File: config.mk
export PLATFORM = sky130hd
export DESIGN_NAME = jk_cmd_sequencer_flat
export DESIGN_NICKNAME = d
export VERILOG_FILES = /design/src/rtl/jk_pkg.sv /design/src/rtl/jk_cmd_sequencer_if.sv /design/src/rtl/jk_cmd_fifo.sv /design/src/rtl/jk_cmd_sequencer.sv /design/src/flat_wrapper.sv
export SDC_FILE = /design/constraint.sdc
export NUM_CORES = 1
export LEC_CHECK = 0
export ABC_AREA = 1
export ABC_CLOCK_PERIOD_IN_PS = 5250
export CAP_MARGIN = 25
export CELL_PAD_IN_SITES_DETAIL_PLACEMENT = 0
export CELL_PAD_IN_SITES_GLOBAL_PLACEMENT = 1
export CORE_UTILIZATION = 47
export CTS_CLUSTER_DIAMETER = 50
export DETAILED_ROUTE_END_ITERATION = 16
export MAX_ROUTING_LAYER = met4
export PLACE_DENSITY_LB_ADDON = 0.08
export SYNTH_ARGS = -nofsm -noshare
export SYNTH_HDL_FRONTEND = slang
export SYNTH_SLANG_ARGS = --single-unit
File: constraint.sdc
create_clock -name clk -period 5.25 [get_ports clk]
set_input_delay 1.05 -clock clk [delete_from_list [all_inputs] [get_ports clk]]
set_output_delay 1.05 -clock clk [all_outputs]
set_load 0.01 [all_outputs]
File: src/rtl/jk_pkg.sv
`default_nettype none
// ============================================================================
//  Module      : jk_pkg
//  Description : Shared types and helpers for the JK command sequencer:
//                per-bit JK operation encoding, sequencer FSM state type and
//                the single-bit JK next-state function used by the flop model.
//  Revision    : 1.0 - initial release
// ============================================================================
package jk_pkg;

    // Per-flop operation, encoded as {j,k}
    typedef enum logic [1:0] {
        HOLD = 2'b00,
        CLR  = 2'b01,
        SET  = 2'b10,
        TGL  = 2'b11
    } jk_op_t;

    // Sequencer FSM state
    typedef enum logic [0:0] {
        ST_IDLE  = 1'b0,
        ST_DRIVE = 1'b1
    } jk_state_t;

    // Next value of one JK flop given its current value and the sampled op
    function automatic logic jk_apply(input logic q, input jk_op_t op);
        logic v;
        case (op)
            HOLD:    v = q;
            CLR:     v = 1'b0;
            SET:     v = 1'b1;
            TGL:     v = ~q;
            default: v = q;
        endcase
        return v;
    endfunction

endpackage
`default_nettype wire

File: src/rtl/jk_cmd_sequencer_if.sv
`default_nettype none
// ============================================================================
//  Module      : jk_cmd_sequencer_if
//  Description : Command handshake bundle feeding the JK command sequencer.
//                master : command producer (drives valid/op/rpt)
//                slave  : sequencer (drives ready)
//  Ports       : cmd_valid  - command offered
//                cmd_ready  - sequencer FIFO can accept
//                cmd_op     - per-bit op, bits [2i+1:2i] = {j,k} of flop i
//                cmd_rpt    - op applied for cmd_rpt+1 cycles
//  Revision    : 1.0 - initial release
// ============================================================================
interface jk_cmd_sequencer_if #(
    parameter int WIDTH = 4,
    parameter int CNT_W = 4
) ();

    logic                 cmd_valid;
    logic                 cmd_ready;
    logic [2*WIDTH-1:0]   cmd_op;
    logic [CNT_W-1:0]     cmd_rpt;

    modport master (
        output cmd_valid,
        output cmd_op,
        output cmd_rpt,
        input  cmd_ready
    );

    modport slave (
        input  cmd_valid,
        input  cmd_op,
        input  cmd_rpt,
        output cmd_ready
    );

endinterface
`default_nettype wire

File: src/rtl/jk_cmd_fifo.sv
`default_nettype none
// ============================================================================
//  Module      : jk_cmd_fifo
//  Description : Synchronous first-word-fall-through FIFO holding sequencer
//                commands. Head entry is visible on rdata whenever not empty.
//                Push is ignored when full, pop is ignored when empty; both
//                decisions use the registered occupancy only.
//  Ports       : clk, rst          - clock, async active-high reset
//                push, wdata       - write request and data
//                pop, rdata        - read request and head data
//                full, empty       - occupancy flags
//                count             - occupancy, log2(DEPTH)+1 bits
//  Revision    : 1.0 - initial release
// ============================================================================
module jk_cmd_fifo #(
    parameter int DEPTH  = 4,
    parameter int DATA_W = 12
) (
    input  logic                     clk,
    input  logic                     rst,
    input  logic                     push,
    input  logic [DATA_W-1:0]        wdata,
    input  logic                     pop,
    output logic [DATA_W-1:0]        rdata,
    output logic                     full,
    output logic                     empty,
    output logic [$clog2(DEPTH):0]   count
);

    localparam int c_PTR_W = $clog2(DEPTH);

    logic [DATA_W-1:0]  r_mem [DEPTH];
    logic [c_PTR_W-1:0] r_wr_ptr;
    logic [c_PTR_W-1:0] r_rd_ptr;
    logic [c_PTR_W:0]   r_count;
    logic               w_push;
    logic               w_pop;

    assign full   = (r_count == (c_PTR_W+1)'(DEPTH));
    assign empty  = (r_count == '0);
    assign count  = r_count;
    assign rdata  = r_mem[r_rd_ptr];

    assign w_push = push & ~full;
    assign w_pop  = pop  & ~empty;

    // Storage carries no reset; only pointers and occupancy define validity
    always_ff @(posedge clk) begin
        if (w_push) begin
            r_mem[r_wr_ptr] <= wdata;
        end
    end

    // DEPTH is a power of two, so the pointers wrap naturally
    always_ff @(posedge clk or posedge rst) begin
        if (rst) begin
            r_wr_ptr <= '0;
            r_rd_ptr <= '0;
            r_count  <= '0;
        end else begin
            if (w_push) begin
                r_wr_ptr <= r_wr_ptr + c_PTR_W'(1);
            end
            if (w_pop) begin
                r_rd_ptr <= r_rd_ptr + c_PTR_W'(1);
            end
            case ({w_push, w_pop})
                2'b10:   r_count <= r_count + (c_PTR_W+1)'(1);
                2'b01:   r_count <= r_count - (c_PTR_W+1)'(1);
                default: r_count <= r_count;
            endcase
        end
    end

endmodule
`default_nettype wire

File: src/rtl/jk_cmd_sequencer.sv
`default_nettype none
// ============================================================================
//  Module      : jk_cmd_sequencer
//  Description : Command sequencer upstream of a JK flip-flop bank. Buffers
//                per-bit JK op words in a FIFO and replays each one on the
//                registered j/k lines for cmd_rpt+1 cycles, back-to-back
//                entries abutting with no idle cycle.
//                Optional checker (macro JK_SEQ_CHECK_EN): models the flop
//                bank state on q_exp and sets sticky mismatch when q_fb
//                diverges. Without the macro q_exp and mismatch are 0 and
//                q_fb is ignored.
//  Ports       : clk, rst   - clock, async active-high reset
//                cmd        - command handshake (slave modport)
//                j, k       - registered JK drives
//                q_fb       - q fed back from the flop bank
//                busy       - driving or FIFO non-empty
//                q_exp      - modelled flop state
//                mismatch   - sticky compare failure
//  Revision    : 1.0 - initial release
// ============================================================================
module jk_cmd_sequencer
    import jk_pkg::*;
#(
    parameter int WIDTH = 4,
    parameter int DEPTH = 4,
    parameter int CNT_W = 4
) (
    input  logic                 clk,
    input  logic                 rst,
    jk_cmd_sequencer_if.slave    cmd,
    output logic [WIDTH-1:0]     j,
    output logic [WIDTH-1:0]     k,
    input  logic [WIDTH-1:0]     q_fb,
    output logic                 busy,
    output logic [WIDTH-1:0]     q_exp,
    output logic                 mismatch
);

    localparam int c_DATA_W = 2*WIDTH + CNT_W;

    // ------------------------------------------------------------------
    // Command FIFO
    // ------------------------------------------------------------------
    logic [c_DATA_W-1:0]      w_wdata;
    logic [c_DATA_W-1:0]      w_rdata;
    logic                     w_full;
    logic                     w_empty;
    logic [$clog2(DEPTH):0]   w_count;
    logic                     w_pop;

    assign w_wdata       = {cmd.cmd_op, cmd.cmd_rpt};
    assign cmd.cmd_ready = ~w_full;

    jk_cmd_fifo #(
        .DEPTH  (DEPTH),
        .DATA_W (c_DATA_W)
    ) u_fifo (
        .clk    (clk),
        .rst    (rst),
        .push   (cmd.cmd_valid),
        .wdata  (w_wdata),
        .pop    (w_pop),
        .rdata  (w_rdata),
        .full   (w_full),
        .empty  (w_empty),
        .count  (w_count)
    );

    // Split the head entry into per-flop j/k vectors and repeat count
    logic [2*WIDTH-1:0] w_head_op;
    logic [CNT_W-1:0]   w_head_rpt;
    logic [WIDTH-1:0]   w_head_j;
    logic [WIDTH-1:0]   w_head_k;

    assign w_head_op  = w_rdata[c_DATA_W-1:CNT_W];
    assign w_head_rpt = w_rdata[CNT_W-1:0];

    for (genvar gi = 0; gi < WIDTH; gi++) begin : g_unpack
        assign w_head_j[gi] = w_head_op[2*gi+1];
        assign w_head_k[gi] = w_head_op[2*gi];
    end

    // ------------------------------------------------------------------
    // Sequencer FSM
    // ------------------------------------------------------------------
    jk_state_t          r_state;
    jk_state_t          w_state_nxt;
    logic [WIDTH-1:0]   r_j;
    logic [WIDTH-1:0]   r_k;
    logic [WIDTH-1:0]   w_j_nxt;
    logic [WIDTH-1:0]   w_k_nxt;
    logic [CNT_W-1:0]   r_cnt;
    logic [CNT_W-1:0]   w_cnt_nxt;

    always_ff @(posedge clk or posedge rst) begin
        if (rst) begin
            r_state <= ST_IDLE;
            r_j     <= '0;
            r_k     <= '0;
            r_cnt   <= '0;
        end else begin
            r_state <= w_state_nxt;
            r_j     <= w_j_nxt;
            r_k     <= w_k_nxt;
            r_cnt   <= w_cnt_nxt;
        end
    end

    // r_cnt holds the number of cycles still to come after the current one,
    // so a freshly loaded op lasts cmd_rpt+1 cycles and cnt never wraps.
    always_comb begin
        w_state_nxt = r_state;
        w_j_nxt     = r_j;
        w_k_nxt     = r_k;
        w_cnt_nxt   = r_cnt;
        w_pop       = 1'b0;
        case (r_state)
            ST_IDLE: begin
                w_j_nxt = '0;
                w_k_nxt = '0;
                if (!w_empty) begin
                    w_pop       = 1'b1;
                    w_j_nxt     = w_head_j;
                    w_k_nxt     = w_head_k;
                    w_cnt_nxt   = w_head_rpt;
                    w_state_nxt = ST_DRIVE;
                end
            end
            ST_DRIVE: begin
                if (r_cnt != '0) begin
                    w_cnt_nxt = r_cnt - CNT_W'(1);
                end else if (!w_empty) begin
                    // Chain straight into the next entry: no gap cycle
                    w_pop     = 1'b1;
                    w_j_nxt   = w_head_j;
                    w_k_nxt   = w_head_k;
                    w_cnt_nxt = w_head_rpt;
                end else begin
                    w_j_nxt     = '0;
                    w_k_nxt     = '0;
                    w_state_nxt = ST_IDLE;
                end
            end
            default: begin
                w_j_nxt     = '0;
                w_k_nxt     = '0;
                w_cnt_nxt   = '0;
                w_state_nxt = ST_IDLE;
            end
        endcase
    end

    assign j    = r_j;
    assign k    = r_k;
    assign busy = (r_state == ST_DRIVE) | (w_count != '0);

    // ------------------------------------------------------------------
    // Optional flop-state model and compare
    // ------------------------------------------------------------------
`ifdef JK_SEQ_CHECK_EN
    logic [WIDTH-1:0] r_q_exp;
    logic [WIDTH-1:0] w_q_exp_nxt;
    logic             r_mismatch;

    // The model sees the same registered j/k the flop bank samples
    for (genvar gm = 0; gm < WIDTH; gm++) begin : g_model
        assign w_q_exp_nxt[gm] = jk_apply(r_q_exp[gm], jk_op_t'({r_j[gm], r_k[gm]}));
    end

    always_ff @(posedge clk or posedge rst) begin
        if (rst) begin
            r_q_exp    <= '0;
            r_mismatch <= 1'b0;
        end else begin
            r_q_exp    <= w_q_exp_nxt;
            r_mismatch <= r_mismatch | (q_fb != r_q_exp);
        end
    end

    assign q_exp    = r_q_exp;
    assign mismatch = r_mismatch;
`else
    logic w_unused_q_fb;

    assign w_unused_q_fb = ^q_fb;
    assign q_exp         = '0;
    assign mismatch      = 1'b0;
`endif

endmodule
`default_nettype wire

File: src/flat_wrapper.sv
// flat-port wrapper written by rule: the top's interface ports become plain ports
module jk_cmd_sequencer_flat import jk_pkg::*;
#(
    parameter int WIDTH = 4,
    parameter int DEPTH = 4,
    parameter int CNT_W = 4
)
  (clk, rst, j, k, q_fb, busy, q_exp, mismatch, cmd_cmd_valid, cmd_cmd_op, cmd_cmd_rpt, cmd_cmd_ready);
  jk_cmd_sequencer_if #(.WIDTH(WIDTH), .CNT_W(CNT_W)) cmd_i ();
  input  logic clk;
  input  logic rst;
  output logic [WIDTH-1:0] j;
  output logic [WIDTH-1:0] k;
  input  logic [WIDTH-1:0] q_fb;
  output logic busy;
  output logic [WIDTH-1:0] q_exp;
  output logic mismatch;
  input wire logic [$bits(cmd_i.cmd_valid)-1:0] cmd_cmd_valid;
  input wire logic [$bits(cmd_i.cmd_op)-1:0] cmd_cmd_op;
  input wire logic [$bits(cmd_i.cmd_rpt)-1:0] cmd_cmd_rpt;
  output wire logic [$bits(cmd_i.cmd_ready)-1:0] cmd_cmd_ready;
  assign cmd_i.cmd_valid = cmd_cmd_valid;
  assign cmd_i.cmd_op = cmd_cmd_op;
  assign cmd_i.cmd_rpt = cmd_cmd_rpt;
  assign cmd_cmd_ready = cmd_i.cmd_ready;
  jk_cmd_sequencer #(.WIDTH(WIDTH), .DEPTH(DEPTH), .CNT_W(CNT_W)) u_core (.clk(clk), .rst(rst), .cmd(cmd_i), .j(j), .k(k), .q_fb(q_fb), .busy(busy), .q_exp(q_exp), .mismatch(mismatch));
endmodule
==> Word level (Yosys, flattened, before mapping) <==
Memory sizes are Yosys's and may differ from the RTL's.
Index checks and enable logic that the tools add are counted.
{ "totals": {"ff_bits": 20, "elab_cells": 44, "memories": 1, "ramBits": 48} }
{ "op_classes": {"eq_ne": 4, "add_sub_neg": 5, "n_bitwise": 6, "reduce_logical": 4, "muxes": 17} }
{ "memory_table": {"columns": ["name", "depth", "width", "read_ports", "rd_clocked_by_memory_dff", "wr", "line_no", "source"], "rows": [
  ["u_core.u_fifo.r_mem", 4, 12, 1, 0, 1, "jk_cmd_fifo.sv:32", "logic [DATA_W-1:0] r_mem [DEPTH];"]
]} }
{ "op_table": {"columns": ["op", "count"], "rows": [
  ["$mux 4", 6],
  ["$pmux 4 s2", 3],
  ["$pmux 3 s2", 1],
  ["$mux 1", 5],
  ["$add 2x1->2 const B", 2],
  ["$pmux 1 s2", 2],
  ["$reduce_bool 4->1", 1],
  ["$sub 4x1->4 const B", 1],
  ["$add 3x1->3 const B", 1],
  ["$eq 3x3->1 const B", 1],
  ["$logic_not 3->1", 1],
  ["$not 1->1", 3],
  ["$reduce_bool 3->1", 1],
  ["$sub 3x1->3 const B", 1],
  ["$and 1x1->1", 2],
  ["$eq 2x1->1 const B", 1],
  ["$eq 2x2->1 const B", 1],
  ["$ne 2x2->1 const B", 1],
  ["$reduce_bool 2->1", 1],
  ["$or 1x1->1", 1]
]} }

==> Logic depth before layout (Yosys ltp) <==
{ "depth": {"word_depth": 7, "depth_mapped": 12, "depth_no_buf": 12} }

==> Hierarchy <==
From an unflattened synthesis, not the netlist that was laid out.
{ "unflattened": {"cells_unflattened": 306, "hier_area_um2": 3201.8} }
{ "by_module_without_submodules": {"columns": ["module", "area_per_inst_um2", "instances", "cells_per_inst"], "rows": [
  ["jk_cmd_fifo", 2407.3, 1, 202],
  ["jk_cmd_sequencer", 794.5, 1, 104]
]} }

==> Worst setup path after synthesis <==
Ideal clock, no wire load.
{ "synth_path": {"path_type": "in2reg", "from": "input port cmd_cmd_valid", "to": "register u_core.u_fifo.r_count[2] (netlist: u_core.u_fifo.count[2])", "path_slack_ps": 3016, "path_stages": 7, "arrival_ps": 2103, "path_buffers": 0, "t_required_ps": 5119, "setup_time_ps": 131, "cell_sequence": "nand2_2 > ha_1 > inv_1 > fa_1 > a21oi_1 > o21ai_0 > xor2_1"} }
{ "synth_between": {"elab_chain_len": 3} }
{ "synth_lines": {"columns": ["item", "line_no", "source"], "rows": [
  ["start, declared", "flat_wrapper.sv:18", "input wire logic [$bits(cmd_i.cmd_valid)-1:0] cmd_cmd_valid;"],
  ["$and 1x1->1 *", "jk_cmd_fifo.sv:44", "assign w_push = push & ~full;"],
  ["$eq 2x1->1 or $eq 2x2->1 (tied branches)", "jk_cmd_fifo.sv:67", "case ({w_push, w_pop})"],
  ["$pmux 3 s2 or $reduce_bool 2->1 (tied branches)", null, null],
  ["end signal, assigned", "jk_cmd_fifo.sv:68", "2'b10: r_count <= r_count + (c_PTR_W+1)'(1);"],
  ["end signal, assigned", "jk_cmd_fifo.sv:69", "2'b01: r_count <= r_count - (c_PTR_W+1)'(1);"],
  ["end signal, assigned", "jk_cmd_fifo.sv:70", "default: r_count <= r_count;"],
  ["end, declared", "jk_cmd_fifo.sv:35", "logic [c_PTR_W:0] r_count;"]
]} }
Mark *: on every way between the ends. The rest lies on a longest branch, timed or not.
A chain may end at the register's enable or synchronous reset.

==> Final worst setup path <==
{ "layout_path": {"from": "register u_core.u_fifo.r_count[0] (netlist: u_core.u_fifo.count[0])", "to": "output port busy"} }
{ "layout_between": {"elab_chain_len": 2} }
{ "layout_lines": {"columns": ["item", "line_no", "source"], "rows": [
  ["$reduce_bool 3->1", "jk_cmd_sequencer.sv:155", "assign busy = (r_state == ST_DRIVE) | (w_count != '0);"],
  ["$or 1x1->1", "jk_cmd_sequencer.sv:155", null],
  ["end, declared", "flat_wrapper.sv:15", "output logic busy;"]
]} }
No other way between the ends.

==> results.txt <==
The flow ran to the end, and the final reports show no timing, DRC or antenna violations. The proportion of power drawn by flip-flops and latches is 45.8%. The proportion of power drawn by the clock network came out at 19.9%.

TritonCTS created 9 clock buffers. TritonCTS built the clock tree. The count of distinct cell types in the synthesized netlist is 24. The via count came out at 1791. After synthesis, the share of flip-flops with an asynchronous set or reset is 29.41%. The final count of hold timing violations came out at 0. In this run the most used layer during global routing was met2.

The DRC violation count after routing came out at 0. After clock tree synthesis, the clock-pin slew on the worst setup and hold paths is 0.07 ns. In this run the static leakage power is 1.408 nW.

The per-cell routed wire length is 13.40 µm. The worst hold-check path type is reg2reg. The hold path startpoint is u_core.u_fifo.count[0]$_DFFE_PP0P_.

The number of violations of the max-capacitance limit came out at 0. In this run the worst setup path begins at u_core.u_fifo.count[0]$_DFFE_PP0P_. In this run the tightest slew margin relative to its limit is 37.50%. For this run, the number of Yosys warnings is 0. The filler-free cell count of the finished design is 370. The worst IR drop on VDD came out at 0.2508 mV. The number of H-tree branching levels is 3. The detailed-route vias per instance came out at 4.841. The worst setup path is captured at a primary output. The total internal power is 0.001154 W. The met3 track utilization from global routing is 3.708%.

In this run the deepest clock path goes through 2 buffers. The type of the setup path with the least slack is reg2out. The number of sinks handled by clock tree synthesis came out at 68. The later pin in the worst-skew pair is clocked with a latency of 0.33 ns. The number of antenna violations at the first check in global routing came out at 0. The arrival time of data at the critical path endpoint came out at 1.61 ns.

The clock period minus worst slack came out at 2.660 ns. The maximum fanout along the worst path came out at 3. The total area inside the core boundary comes to 5991 µm². The cell count after placement is 354. The switching component of the power is 0.0006749 W.

The sequential element share of the synthesized area is 65.76%. At the worst endpoint, the required time is 4.20 ns. The met2 demand-to-capacity share in global routing came out at 28.33%. The initial utilization of the core area, before any placement, comes to 49.29%. Setup repair after global routing left no endpoint under its margin.

Summed over all layers, the global routing overflow is 0. For this design, the CTS-stage hold fixing added 0 buffers. The detail route stage leaves a number of antenna-violating nets equal to 0.

The fraction of layout cells with a size suffix above 1 came out at 12.20%. The via count of the first global-routing pass is 1712. In this run the count of I/O pins placed on the die edge is 34. The clock root buffer is sky130_fd_sc_hd__clkbuf_8. The signed area change from the synthesized netlist to the final layout is 15.08%. The post-cts repair resize count is 0. The accumulated negative setup slack came out at 0 ns. The antenna cell count is 0. The number of cells produced by synthesis came out at 261. A synthesized cell averages 11.31 µm².

On the final layout, the worst clock skew is 0.007941 ns. The number of nets in the finished design is 317. The number of setup buffers added after CTS came out at 0. The global-route usage over all layers came out at 18.64%. The summed instance area of the synthesized netlist came out at 2953 µm².

Per report_power, the combinational group accounts for 34.4% of the total. The vertical die dimension came out at 81.26 µm. Net switching is 36.90% of the power.

The number of standard-cell rows in the floorplan is 28. The maximum number of pins on one net before global-route repair came out at 31. In the synthesized netlist the dominant register cell turns out to be sky130_fd_sc_hd__edfxtp_1.

Before antenna repair, the detailed router went through 4 iterations. The floorplan die width came out at 81.26 µm. The global-route wire length before repair is 8349 µm.

Measured in cells, the most critical reg-to-reg path has a length of 5. At the pin with the least slew margin, the transition time is 0.9375 ns. The filler cell count in the final layout is 517. The top cell types in the final layout, fill and taps aside, are 64 x sky130_fd_sc_hd__nand2_1, 48 x sky130_fd_sc_hd__edfxtp_1, 25 x sky130_fd_sc_hd__inv_1. The worst setup path is launched from a flop.

The summed area of non-filler cells in the final layout is 3398 µm². The routed wire length came out at 4959 µm. The max-slew violation count is 0. The standard cell area after detailed placement came out at 3229 µm².

The number of synthesized flops with an enable pin came out at 48. The fmax came out at 376.0 MHz. The number of buffer cells added on primary ports came out at 24. In this run the critical register-to-register path is launched from u_core.u_fifo.r_rd_ptr[0]$_DFFE_PP0P_. The synthesized design contains 68 register bits.

After layout, the worst path uses 50.66% of the clock period. The die area came out at 6603 µm². In this run the power density over the cells is 538.3 nW/µm². For this block, the initial DRC count from the detailed router was 90. The total of endpoints with negative setup slack in the final report is 0.

The most common library cell in the layout ignoring fill and taps is sky130_fd_sc_hd__nand2_1. Counting instances, the worst hold path has a depth of 1. The detailed-placement wirelength estimate is 3211 µm. Routability-driven placement finished with a final weighted congestion of 0.7142.

The global-route track usage on met1 is 24.02%.
## flip-flops by register name (all words and copies together), names as in the netlist
register and count:
u_core.k 4, u_core.r_state 1, u_core.u_fifo.r_wr_ptr 2, u_core.j 4, u_core.u_fifo.r_mem 48, u_core.r_cnt 4, u_core.u_fifo.r_rd_ptr 2, u_core.u_fifo.count 3
## layer usage
layer / share of wire (%) / vias to the layer above
li1: - / 906
met1: 46 / 836
met2: 49 / 41
met3: 3.6 / 8
met4: 1.5 / 0
met5: 0 / -
## critical path: stages, from the launching register on
cell and delay [ns]:
sky130_fd_sc_hd__dfrtp_1 0.39, sky130_fd_sc_hd__inv_1 0.12, sky130_fd_sc_hd__nand3_1 0.16, sky130_fd_sc_hd__inv_1 0.11
sky130_fd_sc_hd__nand2_1 0.05, sky130_fd_sc_hd__clkdlybuf4s50_1 0.46
## layout make-up
cell class / instances / area, µm² / area share [%]
multi-input cells: 157 / 818.3 / 24.08
well taps: 75 / 93.84 / 2.761
clock buffers: 10 / 127.6 / 3.756
clock inverters: 6 / 41.29 / 1.215
inverters: 26 / 97.59 / 2.872
repair buffers: 28 / 277.8 / 8.174
flip-flops and latches: 68 / 1942 / 57.14
## through the flow
| stage | hold slack (ns) | setup WS [ns] | total power (W) | utilization [%] |
|---|---|---|---|---|
| 2_1_floorplan | 0.4465 | 3.016 | 0.001293 | - |
| 5_1_grt | 0.5091 | 2.437 | 0.001988 | 56.73 |
| 6_report | 0.4764 | 2.590 | 0.001829 | 56.73 |
| 3_5_place_dp | 0.4640 | 2.474 | 0.001486 | 53.91 |
| 4_1_cts | 0.4789 | 2.570 | 0.001849 | 56.73 |
| 3_3_place_gp | 0.4624 | 2.240 | 0.001461 | 53.53 |
## cells by family (layout without fill, tap and decap cells)
group / Yosys count / count (layout) / synth area share (%)
AOI/OAI and AO/OA: 30 / 30 / 6.483
other: 1 / 5 / 0.1270
xor gates and xnor gates: 4 / 4 / 1.187
buffers and inverters: 40 / 70 / 7.034
adders and majority gates: 8 / 8 / 3.644
DFF: 68 / 68 / 65.76
and+or+nand+nor: 110 / 110 / 15.76
## cells in the mapped netlist, types with 3 or more instances
cell type | instances | area [µm²]
sky130_fd_sc_hd__buf_6 | 4 | 45.04
sky130_fd_sc_hd__o21ai_1 | 3 | 15.01
sky130_fd_sc_hd__buf_2 | 4 | 20.02
sky130_fd_sc_hd__nand3_1 | 21 | 105.1
sky130_fd_sc_hd__a21oi_1 | 6 | 30.03
sky130_fd_sc_hd__o21ai_2 | 8 | 70.07
sky130_fd_sc_hd__nor2_1 | 19 | 71.32
sky130_fd_sc_hd__a21oi_2 | 3 | 26.28
sky130_fd_sc_hd__nand2_1 | 64 | 240.2
sky130_fd_sc_hd__dfrtp_1 | 20 | 500.5
sky130_fd_sc_hd__inv_1 | 25 | 93.84
sky130_fd_sc_hd__edfxtp_1 | 48 | 1441
sky130_fd_sc_hd__o21ai_0 | 10 | 50.05
sky130_fd_sc_hd__buf_4 | 6 | 45.04
sky130_fd_sc_hd__ha_1 | 7 | 87.58
## power groups by stage
stage               Clock (W)  Sequential (W)  Combinational, W
finish               0.000363        0.000837          0.000629
detailed placement          0        0.000850          0.000636
floorplan                   0        0.000813          0.000480
CTS                  0.000372        0.000839          0.000638
global placement            0        0.000847          0.000614
global route         0.000400        0.000855          0.000732
## final timing paths
check                                                     endpoint  slack (ns)
worst max-delay path                                          busy        2.59
worst min-delay path            u_core.u_fifo.count[0]$_DFFE_PP0P_        0.48
worst max register to register           u_core.r_cnt[2]$_DFF_PP0_        2.96
worst min register to register  u_core.u_fifo.count[0]$_DFFE_PP0P_        0.48
max in group asynchronous       u_core.u_fifo.count[0]$_DFFE_PP0P_        3.60
min in group asynchronous                  u_core.k[2]$_DFFE_PP0P_        1.16
No activity file was read; power rests on OpenSTA's default activity.
